$ cat config.mk
export PLATFORM = sky130hd
export DESIGN_NAME = spi_reg_writer
export DESIGN_NICKNAME = d
export VERILOG_FILES = /design/src/rtl/spi_reg_writer_pkg.sv /design/src/rtl/spi_sync_edge.sv /design/src/rtl/spi_reg_writer.sv
export SDC_FILE = /design/constraint.sdc
export NUM_CORES = 1
export LEC_CHECK = 0
export ABC_AREA = 1
export CAP_MARGIN = 15
export CORE_MARGIN = 5
export CORE_UTILIZATION = 51
export CTS_CLUSTER_SIZE = 40
export DETAILED_ROUTE_END_ITERATION = 12
export GPL_TIMING_DRIVEN = 1
export MAX_ROUTING_LAYER = met4
export PLACE_DENSITY = 0.76
export SETUP_SLACK_MARGIN = 0.02
export SYNTH_ARGS = -nofsm -noshare
export SYNTH_HDL_FRONTEND = slang
export SYNTH_HIERARCHICAL = 1
export SYNTH_SLANG_ARGS = --single-unit
$ cat constraint.sdc
create_clock -name clk -period 2.6 [get_ports clk]
set_input_delay 0.78 -clock clk [delete_from_list [all_inputs] [get_ports clk]]
set_output_delay 0.78 -clock clk [all_outputs]
set_load 0.01 [all_outputs]
$ cat src/rtl/spi_reg_writer_pkg.sv
// Shared types and constants for the SPI register writer: FSM states, register
// addresses and frame geometry.
package spi_reg_pkg;

    typedef enum logic [1:0] {
        IDLE  = 2'd0,
        SHIFT = 2'd1,
        DONE  = 2'd2
    } state_e;

    localparam logic [6:0] ADDR_EN_OUT_LO = 7'd0;
    localparam logic [6:0] ADDR_EN_OUT_HI = 7'd1;
    localparam logic [6:0] ADDR_EN_PWM_LO = 7'd2;
    localparam logic [6:0] ADDR_EN_PWM_HI = 7'd3;
    localparam logic [6:0] ADDR_DUTY      = 7'd4;

    localparam int         FRAME_BITS = 16;
    localparam logic [4:0] CNT_FULL   = 5'(FRAME_BITS);
    // One past a full frame; the counter parks here so over-long frames stay invalid.
    localparam logic [4:0] CNT_SAT    = 5'(FRAME_BITS + 1);

endpackage

$ cat src/rtl/spi_sync_edge.sv
// Multi-flop synchronizer for one asynchronous pin, with a history flop that
// turns level changes into single-cycle rise/fall pulses.
module spi_sync_edge #(
    parameter int   STAGES   = 2,
    parameter logic IDLE_VAL = 1'b0
) (
    input  logic clk,
    input  logic rst,
    input  logic d_i,
    output logic level_o,
    output logic rise_o,
    output logic fall_o
);

    logic [STAGES-1:0] sync_q;
    logic              hist_q;

    always_ff @(posedge clk or posedge rst) begin
        if (rst) begin
            sync_q <= {STAGES{IDLE_VAL}};
            hist_q <= IDLE_VAL;
        end else begin
            sync_q <= {sync_q[STAGES-2:0], d_i};
            hist_q <= sync_q[STAGES-1];
        end
    end

    assign level_o = sync_q[STAGES-1];
    assign rise_o  = sync_q[STAGES-1] & ~hist_q;
    assign fall_o  = ~sync_q[STAGES-1] & hist_q;

endmodule

$ cat src/rtl/spi_reg_writer.sv
// SPI mode-0 peripheral that commits 16-bit write frames into five PWM control
// registers. Optional register readback on cipo is enabled by SPI_READBACK_EN.
module spi_reg_writer
    import spi_reg_pkg::*;
#(
    parameter int SYNC_STAGES = 2,
    parameter int MAX_ADDR    = 4
) (
    input  logic       clk,
    input  logic       rst,
    input  logic       sclk,
    input  logic       copi,
    input  logic       ncs,
    output logic       cipo,
    output logic [7:0] en_reg_out_7_0,
    output logic [7:0] en_reg_out_15_8,
    output logic [7:0] en_reg_pwm_7_0,
    output logic [7:0] en_reg_pwm_15_8,
    output logic [7:0] pwm_duty_cycle,
    output logic       frame_done
);

    localparam logic [6:0] MAX_A = 7'(MAX_ADDR);

    logic sclk_level, sclk_rise, sclk_fall;
    logic copi_level, copi_rise, copi_fall;
    logic ncs_level, ncs_rise, ncs_fall;

    spi_sync_edge #(.STAGES(SYNC_STAGES), .IDLE_VAL(1'b0)) u_sync_sclk (
        .clk(clk), .rst(rst), .d_i(sclk),
        .level_o(sclk_level), .rise_o(sclk_rise), .fall_o(sclk_fall)
    );
    spi_sync_edge #(.STAGES(SYNC_STAGES), .IDLE_VAL(1'b0)) u_sync_copi (
        .clk(clk), .rst(rst), .d_i(copi),
        .level_o(copi_level), .rise_o(copi_rise), .fall_o(copi_fall)
    );
    spi_sync_edge #(.STAGES(SYNC_STAGES), .IDLE_VAL(1'b1)) u_sync_ncs (
        .clk(clk), .rst(rst), .d_i(ncs),
        .level_o(ncs_level), .rise_o(ncs_rise), .fall_o(ncs_fall)
    );

    logic unused_sync;
    assign unused_sync = ^{sclk_level, sclk_fall, copi_rise, copi_fall};

    state_e      state_q, state_d;
    logic [4:0]  bit_cnt_q, bit_cnt_d;
    logic [15:0] shift_q, shift_d;
    logic        frame_ok, commit;

    assign frame_ok = (bit_cnt_q == CNT_FULL) && shift_q[15] && (shift_q[14:8] <= MAX_A);

    always_comb begin
        state_d   = state_q;
        bit_cnt_d = bit_cnt_q;
        shift_d   = shift_q;
        commit    = 1'b0;
        case (state_q)
            IDLE: begin
                if (ncs_fall) begin
                    bit_cnt_d = '0;
                    shift_d   = '0;
                    state_d   = SHIFT;
                end
            end
            SHIFT: begin
                if (ncs_rise) begin
                    state_d = DONE;
                end else if (sclk_rise && !ncs_level) begin
                    shift_d = {shift_q[14:0], copi_level};
                    if (bit_cnt_q != CNT_SAT) bit_cnt_d = bit_cnt_q + 5'd1;
                end
            end
            DONE: begin
                commit  = frame_ok;
                state_d = IDLE;
            end
            default: state_d = IDLE;
        endcase
    end

    always_ff @(posedge clk or posedge rst) begin
        if (rst) begin
            state_q         <= IDLE;
            bit_cnt_q       <= '0;
            shift_q         <= '0;
            frame_done      <= 1'b0;
            en_reg_out_7_0  <= '0;
            en_reg_out_15_8 <= '0;
            en_reg_pwm_7_0  <= '0;
            en_reg_pwm_15_8 <= '0;
            pwm_duty_cycle  <= '0;
        end else begin
            state_q    <= state_d;
            bit_cnt_q  <= bit_cnt_d;
            shift_q    <= shift_d;
            frame_done <= commit;
            if (commit) begin
                case (shift_q[14:8])
                    ADDR_EN_OUT_LO: en_reg_out_7_0  <= shift_q[7:0];
                    ADDR_EN_OUT_HI: en_reg_out_15_8 <= shift_q[7:0];
                    ADDR_EN_PWM_LO: en_reg_pwm_7_0  <= shift_q[7:0];
                    ADDR_EN_PWM_HI: en_reg_pwm_15_8 <= shift_q[7:0];
                    ADDR_DUTY:      pwm_duty_cycle  <= shift_q[7:0];
                    default: ;
                endcase
            end
        end
    end

`ifdef SPI_READBACK_EN
    logic [7:0] tx_q, rd_data;
    logic       cipo_q, rd_ok_q;
    logic       rd_load, rd_shift;

    // shift_d already holds the 8th bit here, so bits 7:0 are R/W and address.
    assign rd_load  = (state_q == SHIFT) && sclk_rise && !ncs_level && (bit_cnt_q == 5'd7);
    assign rd_shift = (state_q == SHIFT) && sclk_fall && !ncs_level &&
                      (bit_cnt_q >= 5'd8) && (bit_cnt_q < CNT_FULL);

    always_comb begin
        rd_data = '0;
        case (shift_d[6:0])
            ADDR_EN_OUT_LO: rd_data = en_reg_out_7_0;
            ADDR_EN_OUT_HI: rd_data = en_reg_out_15_8;
            ADDR_EN_PWM_LO: rd_data = en_reg_pwm_7_0;
            ADDR_EN_PWM_HI: rd_data = en_reg_pwm_15_8;
            ADDR_DUTY:      rd_data = pwm_duty_cycle;
            default:        rd_data = '0;
        endcase
    end

    always_ff @(posedge clk or posedge rst) begin
        if (rst) begin
            tx_q    <= '0;
            cipo_q  <= 1'b0;
            rd_ok_q <= 1'b0;
        end else if (state_q == IDLE) begin
            cipo_q  <= 1'b0;
            rd_ok_q <= 1'b0;
        end else if (rd_load) begin
            tx_q    <= rd_data;
            rd_ok_q <= !shift_d[7] && (shift_d[6:0] <= MAX_A);
        end else if (rd_shift) begin
            cipo_q <= tx_q[7];
            tx_q   <= {tx_q[6:0], 1'b0};
        end
    end

    assign cipo = cipo_q & rd_ok_q & ~ncs_level;
`else
    assign cipo = 1'b0;
`endif

endmodule

==> metrics.csv, run 1 <==
stage;metric;value;unit
cts;CTS Buf Count;9;
grt;largest net degree at the start of global routing;40;
grt;Total GRT Usage;19.4;%
worst_setup_path;slowest stage cell on the critical path;clkdlybuf4s50_1;
timing;worst slew pin tran;0.619;ns
cts;Post-CTS Hold Buffers;0;
die;Die W;88.7;um
timing;Max Fclk;492;MHz
grt;first-pass GRT wire length;11100;um
timing;number of setup violations in the final report;0;
worst_setup_path;largest fanout on the critical path;2;
die;core footprint;0.00599;sq mm
die;die height;88.7;um
worst_setup_path;critical path required time;1.82;ns
die;Die Area;0.00787;sq mm
flow_run;max_cap viols;0;
cts;Num Clock Sinks;72;
routing;Remaining DRCs;0;
power;Logic pwr share;10.6;%
worst_setup_path;r2r setup slk;0.84;ns
placement;pre-CTS setup slack;0.850;ns
run_status;outcome;complete, no violations;
worst_setup_path;reg2reg path depth;6;
placement;Buffers on Ports;45;
power;Pint;0.00189;W
timing;skew final;0.0126;ns
cts;setup bufs post-CTS;0;
layout;Diodes inserted;0;
layout;Final nets;400;
timing;setup TNS;0;ns
placement;DP HPWL;4520;um
routing;Initial DRT Pass Iterations;4;
timing;Final Hold Fails;0;
timing;relative slew slack;58.6;%
worst_setup_path;critical path cell sequence;clkdlybuf4s50_1;
timing;min Tclk post-route;2.03;ns
cts;H-tree Lvls;3;
timing;unrepaired setup endpoints after global routing;false;
cts;CTS clk-pin slew, worst paths;0.07;ns
timing;setup ws final;0.566;ns
power;Leak;2.01;nW
power;Clock power frac;41.7;%
timing;WHS;0.352;ns
die;Site Rows;28;
power;sequential power share;47.7;%
worst_hold_path;HP Class;reg2reg;
power;Sw Share;24.7;%
layout;fill count;493;
timing;Period Utilization, post-route;78.2;%
power;Worst VDD drop;401;uV
routing;post-route ant nets;0;
die;Starting Density;52.8;%
cts;clock root buffer;clkbuf_8;
routing;Via density;4.98;
layout;Layout area overhead;23.6;%
cts;CTS tree;done;
yosys;synthesized instance count;343;
routing;WL/cell;13.5;um
yosys;Post-Syn Area;0.00316;sq mm
worst_setup_path;Worst path depth;1;
routing;initial drt markers;127;
worst_setup_path;crit path buf inv count;1;
worst_setup_path;crit path kind;reg2out;
timing;Max Slew Vio Count;0;
power;PwrDens;644;mW/mm^2
cts;Clock Tree Buf Depth;2;
worst_setup_path;Top delay family on crit path;buffers and inverters;
cts;Resize count post-CTS;0;
worst_setup_path;Critical Path End Type;primary output;
routing;routed via count;2344;
placement;gpl congestion;0.846;
power;Sw Pwr;0.000622;W
layout;ratio of cells with drive above 1 in the final layout;13.4;%
worst_setup_path;Worst path max stage delay;0.56;ns
grt;remaining global-route overflow;0;
grt;vias in the first global route;2411;
worst_setup_path;Critical Path Start Type;flop;
yosys;Avg Synthesized Cell Area;9.21;sq um
routing;final wirelength;6340;um
worst_setup_path;worst endpoint data arrival time;1.25;ns
cts;worst skew pair latency;0.34;ns
yosys;Ys Warns;6;
yosys;Mapped Nets;351;
grt;initial antenna violation count;0;
worst_hold_path;hold path depth;0;
die;Ports;47;
==> state kept, by name, summed over array words and instances (netlist names), 2 cells and up <==
signal              cells
shift_q                16
en_reg_out_15_8         8
en_reg_out_7_0          8
en_reg_pwm_15_8         8
en_reg_pwm_7_0          8
pwm_duty_cycle          8
bit_cnt_q               5
state_q                 2
u_sync_copi/sync_q      2
u_sync_ncs/sync_q       2
u_sync_sclk/sync_q      2
==> power by group through the flow <==
stage / logic (W) / clock network (W) / registers, W
after floorplan: 0.000196 / 0 / 0.00121
after global placement: 0.000263 / 0 / 0.00122
after detailed placement: 0.000269 / 0 / 0.00122
after CTS: 0.000270 / 0.00107 / 0.00120
after global routing: 0.000306 / 0.00113 / 0.00121
final: 0.000267 / 0.00105 / 0.00120
==> final cells by class <==
type / instances / area, sq um / area share, %
Multi-Input combinational cell: 194 / 1040 / 26.6
Sequential cell: 72 / 1810 / 46.2
Tap cell: 75 / 93.8 / 2.40
Inverter: 68 / 255 / 6.54
Timing Repair Buffer: 47 / 478 / 12.2
Clock buffer: 12 / 145 / 3.72
Clock inverter: 3 / 90.1 / 2.31
==> metal layers <==
metal,GRT usage [%],routed length [um]
met5,-,0
met4,7.14,85
met3,5.77,318
met2,29.4,2950
met1,24.6,2980
==> stage by stage <==
step | instances | util, % | area, sq um | total power, W
finish | 471 | 65.2 | 3910 | 0.00251
global route | 471 | 65.2 | 3910 | 0.00264
CTS | 471 | 65.2 | 3910 | 0.00253
detailed placement | 456 | 61.3 | 3670 | 0.00149
global placement | 456 | 61.3 | 3670 | 0.00148
floorplan | 343 | - | 3160 | 0.00141
==> cells in the final DEF (no fill, tap or decap) <==
cell             count
nor2_4               1
nand4_1             27
nand3_2              1
o21ai_0              2
conb_1               1
nor3_4               1
nor3_2               3
xor2_1               3
inv_1               61
clkbuf_8            10
o22ai_1             14
clkbuf_1             2
ha_1                 3
nand2_4              1
o21ai_1              8
nand3_1              7
o21ai_2              9
dfstp_2              3
nor3b_1              1
buf_12               1
buf_4                1
nor2_2               4
nand2_1             89
nor2_1              11
bufinv_16            3
nand2_2              6
inv_2                7
clkdlybuf4s50_1     45
nand4_2              2
dfrtp_1             69
==> final timing paths <==
check,start,end
hold / removal,u_sync_sclk/sync_q[0]$_DFF_PP0_,u_sync_sclk/sync_q[1]$_DFF_PP0_
hold reg to reg,u_sync_sclk/sync_q[0]$_DFF_PP0_,u_sync_sclk/sync_q[1]$_DFF_PP0_
setup reg to reg,u_sync_ncs/hist_q$_DFF_PP1_,shift_q[15]$_DFFE_PP0P_
max in group asynchronous,rst,pwm_duty_cycle[0]$_DFFE_PP0P_
min in group asynchronous,rst,u_sync_copi/sync_q[0]$_DFF_PP0_
setup / recovery,en_reg_pwm_15_8[1]$_DFFE_PP0P_,en_reg_pwm_15_8[1]
Power figures use the tool's default switching activity.
==> inputs of run 2 (changes only) <==
clock period = 2.1 ns   (was 2.6 ns; I/O delays follow)
==> run 2 against run 1 <==
Clock power is 14% higher. Final area hardly changed. Sequential share of layout area hardly changed. Sequential power is 24% higher. Combinational power is 23% higher. Routed wire length is 4.7% higher. Critical endpoint is now en_reg_out_15_8[4]. Largest cell class unchanged.
==> metrics.csv, run 2 (synthesis results as in run 1) <==
stage;metric;value;unit;change
grt;met3 usage;5.31;%;was 5.77%
worst_setup_path;worst endpoint data arrival time;1.28;ns;was 1.25 ns
routing;final wirelength;6630;um;was 6340 um
cts;CTS tree;done;;unchanged
cts;Post-CTS Hold Buffers;0;;unchanged
cts;CTS Buf Count;9;;unchanged
worst_hold_path;hold path start;u_sync_ncs/sync_q[0]$_DFF_PP1_;;was u_sync_sclk/sync_q[0]$_DFF_PP0_
timing;relative slew slack;61.7;%;was 58.6%
flow_run;max_cap viols;0;;unchanged
worst_hold_path;HP Class;reg2reg;;unchanged
cts;worst skew pair latency;0.35;ns;was 0.34 ns
timing;worst slew pin tran;0.573;ns;was 0.619 ns
worst_setup_path;Worst path max stage delay;0.56;ns;about the same
placement;gpl congestion;0.817;;was 0.846
die;Starting Density;52.8;%;unchanged
routing;WL/cell;14.0;um;was 13.5 um
die;core footprint;0.00599;sq mm;unchanged
worst_hold_path;hold path depth;0;;unchanged
layout;Diodes inserted;0;;unchanged
worst_setup_path;Critical Path End Type;primary output;;unchanged
cts;Clock Tree Buf Depth;2;;unchanged
worst_setup_path;slowest stage cell on the critical path;clkdlybuf4s50_1;;unchanged
grt;GR Layer Usage met1;25.5;%;was 24.6%
worst_setup_path;r2r setup slk;0.37;ns;was 0.84 ns
timing;unrepaired setup endpoints after global routing;false;;unchanged
cts;H-tree Lvls;3;;unchanged
placement;Buffers on Ports;45;;unchanged
routing;Via density;5.07;;was 4.98
worst_setup_path;crit path kind;reg2out;;unchanged
routing;Remaining DRCs;0;;unchanged
worst_setup_path;Critical R2R Launch;bit_cnt_q[0]$_DFFE_PP0P_;;was u_sync_ncs/hist_q$_DFF_PP1_
timing;Max Slew Vio Count;0;;unchanged
worst_setup_path;reg2reg path depth;7;;was 6
cts;CTS clk-pin slew, worst paths;0.07;ns;about the same
layout;ratio of cells with drive above 1 in the final layout;14.5;%;was 13.4%
cts;setup bufs post-CTS;0;;unchanged
die;die height;88.7;um;unchanged
layout;fill count;507;;was 493
timing;Max Fclk;522;MHz;
grt;largest net degree at the start of global routing;65;;was 40
worst_hold_path;worst min-delay path endpoint;u_sync_ncs/sync_q[1]$_DFF_PP1_;;was u_sync_sclk/sync_q[1]$_DFF_PP0_
power;Worst VDD drop;472;uV;was 401 uV
power;Leak;2.01;nW;about the same
cts;Num Clock Sinks;72;;unchanged
timing;Final Hold Fails;0;;unchanged
worst_setup_path;critical path required time;1.47;ns;was 1.82 ns
placement;DP HPWL;4570;um;was 4520 um
die;Die Area;0.00787;sq mm;unchanged
layout;Top reg by flops;shift_q;;unchanged
die;Die W;88.7;um;unchanged
grt;initial antenna violation count;0;;unchanged
die;Ports;47;;unchanged
worst_setup_path;critical path cell sequence;clkdlybuf4s50_1;;unchanged
routing;post-route ant nets;0;;unchanged
worst_setup_path;worst reg2reg path endpoint;pwm_duty_cycle[0]$_DFFE_PP0P_;;was shift_q[15]$_DFFE_PP0P_
timing;setup TNS;0;ns;unchanged
worst_setup_path;Critical Path Start Type;flop;;unchanged
layout;number of flip-flops in the largest register;16;;unchanged
layout;Final nets;402;;was 400
die;Site Rows;28;;unchanged
cts;clock root buffer;clkbuf_8;;unchanged
timing;number of setup violations in the final report;0;;unchanged
layout;leading cell type in the layout, fill and taps excluded;nand2_1;;unchanged
layout;Layout area overhead;23.7;%;was 23.6%
grt;M2 GR Usage;30.2;%;was 29.4%
routing;Initial DRT Pass Iterations;4;;unchanged
placement;pre-CTS setup slack;0.368;ns;was 0.850 ns
layout;commonest cells after routing, fill and taps aside;nand2_1, dfrtp_1, inv_1;;unchanged
routing;initial drt markers;236;;was 127
timing;setup ws final;0.186;ns;was 0.566 ns
timing;min Tclk post-route;1.91;ns;
layout;storage element area;0.00181;sq mm;unchanged
cts;Resize count post-CTS;0;;unchanged
power;total power;0.00302;W;was 0.00251 W
worst_setup_path;crit path buf inv count;1;;unchanged
power;PwrDens;772;mW/mm^2;was 644 mW/mm^2
grt;remaining global-route overflow;0;;unchanged
layout;Multi-input gate area;0.00104;sq mm;unchanged
run_status;outcome;complete, no violations;;unchanged
worst_setup_path;Top delay family on crit path;buffers and inverters;;unchanged
grt;vias in the first global route;2469;;was 2,411
timing;Period Utilization, post-route;91.2;%;
timing;skew final;0.0107;ns;was 0.0126 ns
routing;routed via count;2402;;was 2,344
grt;Most Crowded Layer GR;met2;;unchanged
grt;first-pass GRT wire length;11600;um;was 11,100 um
worst_setup_path;largest fanout on the critical path;2;;unchanged
grt;Total GRT Usage;20.0;%;was 19.4%
[run 2: through the flow]
stage          util, %  hold slack (ns)  std cells  cell area [sq um]
2_1_floorplan        -            0.331        343               3160
3_3_place_gp      61.6            0.337        458               3690
3_5_place_dp      61.6            0.347        458               3690
4_1_cts           65.2            0.361        474               3910
5_1_grt           65.2            0.365        474               3910
6_report          65.2            0.358        474               3910
[run 2: worst max path at each step]
stage                                         startpoint                       endpoint  slack, ns  depth (start not counted)
after global routing      en_reg_out_15_8[2]$_DFFE_PP0P_             en_reg_out_15_8[2]       0.14                          1
after detailed placement        bit_cnt_q[0]$_DFFE_PP0P_  pwm_duty_cycle[0]$_DFFE_PP0P_       0.37                          7
after floorplan                 bit_cnt_q[0]$_DFFE_PP0P_  en_reg_out_7_0[7]$_DFFE_PP0P_       0.58                          9
after CTS                 en_reg_out_15_8[4]$_DFFE_PP0P_             en_reg_out_15_8[4]       0.17                          1
final                     en_reg_out_15_8[4]$_DFFE_PP0P_             en_reg_out_15_8[4]       0.19                          1
after global placement          bit_cnt_q[0]$_DFFE_PP0P_  pwm_duty_cycle[3]$_DFFE_PP0P_       0.41                          7
[run 2: cell type report]
cell class / count / area share [%]
repair buffers: 49 / 12.6
well taps: 75 / 2.40
flip-flops and latches: 72 / 46.2
inverters: 68 / 6.63
clock inverters: 7 / 2.46
multi-input cells: 194 / 26.5
clock buffers: 9 / 3.17
[run 2: report_power, final]
group          internal, W  switching, W  leakage [nW]
Clock             0.000670      0.000528         0.113
Combinational    0.0000886      0.000240         0.918
Sequential         0.00144     0.0000505         0.980
Total              0.00220      0.000819          2.01
[run 2: layer usage]
layer / share of wire [%] / wire (um)
met1: 42 / 2810
met2: 48 / 3210
met3: 7.2 / 476
met4: 2.1 / 136
met5: 0 / 0
